`src/rtl/pipe_ctrl.sv`:
```
// Handshake and hazard controller for a 4-stage D/E/M/W pipeline.
// Tracks which stages are occupied, stalls on RAW hazards and memory waits, squashes on redirects, and counts stall and flush events.
//
// state  | meaning
// M_IDLE | no memory access outstanding for the M-stage instruction
// M_WAIT | request issued, holding M until dmem_ack
module pipe_ctrl (
  input  logic        clk,
  input  logic        rst,
  input  logic        fetch_valid,
  input  logic        stall_D,
  input  logic        redirect_E,
  input  logic        mem_op_M,
  input  logic        dmem_ack,
  output logic        fetch_ready,
  output logic        pc_en,
  output logic        valid_D,
  output logic        valid_E,
  output logic        valid_M,
  output logic        valid_W,
  output logic        ready_E,
  output logic        ready_M,
  output logic        ready_W,
  output logic        en_D,
  output logic        en_E,
  output logic        en_M,
  output logic        en_W,
  output logic        dmem_req,
  output logic [31:0] stall_cnt,
  output logic [15:0] flush_cnt
);

  typedef enum logic {
    M_IDLE = 1'b0,
    M_WAIT = 1'b1
  } m_state_t;

  m_state_t m_state;

  logic mem_done;
  logic go_M;
  logic go_E;
  logic go_D;
  logic ready_D;
  logic take;
  logic stall_hit;

  always_comb begin
    mem_done    = ~mem_op_M | ((m_state == M_WAIT) & dmem_ack);
    go_M        = valid_M & mem_done;
    ready_M     = ~valid_M | go_M;
    ready_W     = 1'b1;
    go_E        = valid_E & ready_M;
    ready_E     = ~valid_E | ready_M;
    go_D        = valid_D & ~stall_D & ready_E;
    ready_D     = ~valid_D | go_D;
    take        = valid_E & redirect_E & go_E;
    fetch_ready = ready_D & ~take;
    en_D        = fetch_valid & fetch_ready;
    en_E        = go_D & ~take;
    en_M        = go_E;
    en_W        = go_M;
    pc_en       = en_D | take;
    // Request only on the first M cycle of a memory op; the wait state suppresses repeats.
    dmem_req    = (m_state == M_IDLE) & valid_M & mem_op_M;
    stall_hit   = valid_D & stall_D & ready_E & ~take;
  end

  always_ff @(posedge clk or posedge rst) begin
    if (rst) begin
      m_state <= M_IDLE;
    end else begin
      case (m_state)
        M_IDLE: if (valid_M && mem_op_M) m_state <= M_WAIT;
        M_WAIT: if (dmem_ack) m_state <= M_IDLE;
        default: m_state <= M_IDLE;
      endcase
    end
  end

  always_ff @(posedge clk or posedge rst) begin
    if (rst) begin
      valid_D <= 1'b0;
      valid_E <= 1'b0;
      valid_M <= 1'b0;
      valid_W <= 1'b0;
    end else begin
      valid_W <= go_M;
      valid_M <= go_E | (valid_M & ~go_M);
      valid_E <= ~take & (go_D | (valid_E & ~go_E));
      valid_D <= ~take & (en_D | (valid_D & ~go_D));
    end
  end

  always_ff @(posedge clk or posedge rst) begin
    if (rst) begin
      stall_cnt <= '0;
      flush_cnt <= '0;
    end else begin
      if (stall_hit && (stall_cnt != 32'hFFFF_FFFF)) stall_cnt <= stall_cnt + 32'd1;
      if (take) flush_cnt <= flush_cnt + 16'd1;
    end
  end

endmodule

```
`config.mk`:
```
export PLATFORM = sky130hd
export DESIGN_NAME = pipe_ctrl
export DESIGN_NICKNAME = d
export VERILOG_FILES = /design/src/rtl/pipe_ctrl.sv
export SDC_FILE = /design/constraint.sdc
export NUM_CORES = 1
export LEC_CHECK = 0
export BUFFER_PORTS_ARGS = -buffer_cell sky130_fd_sc_hd__buf_2
export CORE_AREA = 2 2 89 74
export DETAILED_ROUTE_END_ITERATION = 10
export DIE_AREA = 0 0 91 76
export PLACE_DENSITY = 0.71
export SYNTH_ARGS = -nofsm -noshare
export SYNTH_HDL_FRONTEND = slang
export SYNTH_SLANG_ARGS = --single-unit
```
`constraint.sdc`:
```
create_clock -name clk -period 1.7 [get_ports clk]
set_input_delay 0.085 -clock clk [delete_from_list [all_inputs] [get_ports clk]]
set_output_delay 0.085 -clock clk [all_outputs]
set_load 0.05 [all_outputs]
```
==> results.txt <==
Run status: finished, violations left
Failing checks: negative setup slack
Detailed Place HPWL: 4896 um
Final hold vios: 0
Drt via density: 5.060
Skew-Pair Late Insertion Delay: 0.32 ns
Highest clock rate: 568.0 MHz
PD cells: 1002 nW/um^2
First-pass DRT Iterations: 4
Drt total wl: 7047 um
Largest net degree at the start of global routing: 22
WL/cell: 15.09 um
H-tree depth: 2
Arr. time, crit path: 1.96 ns
Sum of negative setup slack: -0.9796 ns
Net Count, Synth: 258
Worst Skew: 0.01440 ns
Data required, critical path: 1.90 ns
Initial antenna violation count: 0
Gate Count Post-Synth: 249
Synth warn: 0
Max VDD drop: 905.0 uV
Max_cap viols: 0
Synthesized cell area: 2634 sq um
Crit share post-route: 103.6%
Vias: 2363
Top Ports: 69
Final setup viols: 23
Residual DRC count: 0
Clock sinks: 53
Post-synth top area share: 50.36%
Main area contributors after synthesis: dfrtp_1, xor2_1, xnor2_1
Die area: 6916 sq um
Synth area leader: dfrtp_1
RSZ-0062 raised after global routing: yes
Finished Layout Cells: 467
DIE WIDTH: 91 um
Detailed Route Iter0 Violations: 48
Logic pwr share: 42.3%
Diodes inserted: 0
Ys async rst share: 100.0%
Worst Slack Setup Final: -0.06058 ns
Worst setup path class: flip-flop to flip-flop
Chip Height: 76 um
Switching Fraction: 43.41%
CTS Buf Count: 5
Final Wtd Congestion: 0.7864
Post-Place Cells: 443
Seq pwr share: 39.9%
Seq/Total Area, Yosys: 50.36%
Internal power: 2296 uW
Clock Power Share: 17.8%
Worst Setup End Kind: flip-flop
First-pass GRT wire length: 11380 um
GRT overflow: 0
Buffers added on ports: 67
Power Total: 4057 uW
Area growth syn-to-layout: 53.78%
Slew Limit Fails: 0
Antenna Nets Post-Route: 0
Syn Area/Cell: 10.58 sq um
Final nets: 391
Crit-path max FO: 4
Row Count: 26
Worst-path clk slew: 0.10 ns
GRT Util Overall: 20.37%
Initial Util: 43.06%
Max clock buf depth: 2
Hold Path Class: input port to flip-flop
Vias in the first global route: 2314
Root Buffer Master: clkbuf_8
Shortest period the worst path allows: 1.761 ns
Leak Pwr: 0.002035 uW
Fraction of layout cells with a size suffix above 1: 62.40%
Setup crit start kind: flip-flop
Post-synth EDFFs: 0
Core Box Area: 6116 sq um
Distinct cells, synth: 41
#FFs+latches synth: 53
Fill count: 485
Dominant synthesized flop cell: dfrtp_1
CTS tree: yes
P_sw: 1761 uW
cells in the mapped netlist (2+ instances only):
cell type and n:
mux2_2 3, xor2_1 28, nand4_1 9, ha_1 2, and4bb_2 3, a21oi_1 5, buf_6 2, nor4_1 6
and4_1 4, nor3_1 13, xnor2_1 14, nand3_1 17, nor2_1 16, and3_1 7, nor4b_1 4, dfrtp_1 53
and2_1 3, nand2_1 23, buf_4 2, o21ai_0 2, inv_1 11, and3_2 2, nand2b_1 2
logic make-up (layout without fill, tap and decap cells):
family          Yosys count  in the layout  share of synthesized area [%]
mux                       4              4                          1.663
fa+ha+maj                 2              2                         0.9500
other cells               1              1                         0.1424
xor+xnor                 42             42                          13.97
buf+inv                  17            151                          3.325
simple gates            115            115                          25.37
compound gates           15             15                          4.228
flops                    53             53                          50.36
registers in the layout (all words and copies together) (netlist names):
| signal | cells |
|---|---|
| m_state | 1 |
| valid_W | 1 |
| valid_E | 1 |
| valid_D | 1 |
| valid_M | 1 |
| stall_cnt | 32 |
| flush_cnt | 16 |
power by group through the flow:
stage	logic [uW]	clock network (uW)	registers, uW
after detailed placement	1530	0	1630
final	1720	721	1620
after global routing	1820	796	1640
after floorplan	502	0	2180
after CTS	1640	737	1610
after global placement	1510	0	1630
metrics by stage:
stage	worst slack, ns	utilization (%)	instance area, sq um	hold slack [ns]
2_1_floorplan	-0.2680	-	2820	0.1922
5_1_grt	-0.1517	66.22	4050	0.04790
3_3_place_gp	-0.07156	58.76	3593	0.1104
4_1_cts	-0.07949	64.18	3925	0.02921
3_5_place_dp	-0.1541	58.76	3593	0.1128
6_report	-0.06058	66.22	4050	0.03313
metal layers:
metal | global-route usage, % | up-vias | wire [um]
met2 | 32.89 | 43 | 3464
met4 | 5.758 | 0 | 80
met5 | 0 | - | 0
met1 | 28.35 | 1171 | 3262
met3 | 3.660 | 7 | 240
li1 | - | 1142 | -
layout by cell type, fill, tap and decap left out, types with 11 or more instances in the layout:
cell	n
nand2_1	17
xnor2_1	13
nor2_1	11
buf_4	54
dfrtp_2	39
nand3_1	13
dfrtp_1	14
xor2_1	28
buf_6	11
buf_2	63
critical path, cell delays in order (launching register included):
cell and delay, ns:
dfrtp_2 0.38, nand4_1 0.19, nor4_4 0.31, nor3b_4 0.36, buf_6 0.19, nor4_4 0.05, xor2_1 0.17
timing repair:
action                     CTS  global route
setup endpoints to repair   28            40
hold endpoints to repair    20             0
pin swaps                   13            12
hold buffers                 2             0
buffers inserted            10             4
cloned                       0             1
gates resized for setup     32            24
path summary, 6_finish.rpt:
kind                          startpoint             to  slack, ns  cells after the start
max                        stall_cnt[15]  stall_cnt[31]      -0.06                      6
min in group asynchronous            rst  stall_cnt[20]       0.32                      3
max in group asynchronous            rst   stall_cnt[8]       0.73                      4
max reg2reg                stall_cnt[15]  stall_cnt[31]      -0.06                      6
min reg2reg                flush_cnt[15]  flush_cnt[15]       0.48                      1
min                             mem_op_M        valid_W       0.03                      2
layout make-up:
class	count	area, sq um	share of cell area [%]
clock inverter	3	17.52	0.4325
multi-input combinational	179	1540	38.03
sequential	53	1375	33.95
tap	84	105.1	2.595
inverter	11	43.79	1.081
clock buffer	5	68.82	1.699
timing repair buffer	132	899.6	22.21
(Power assumes the default switching activity.)
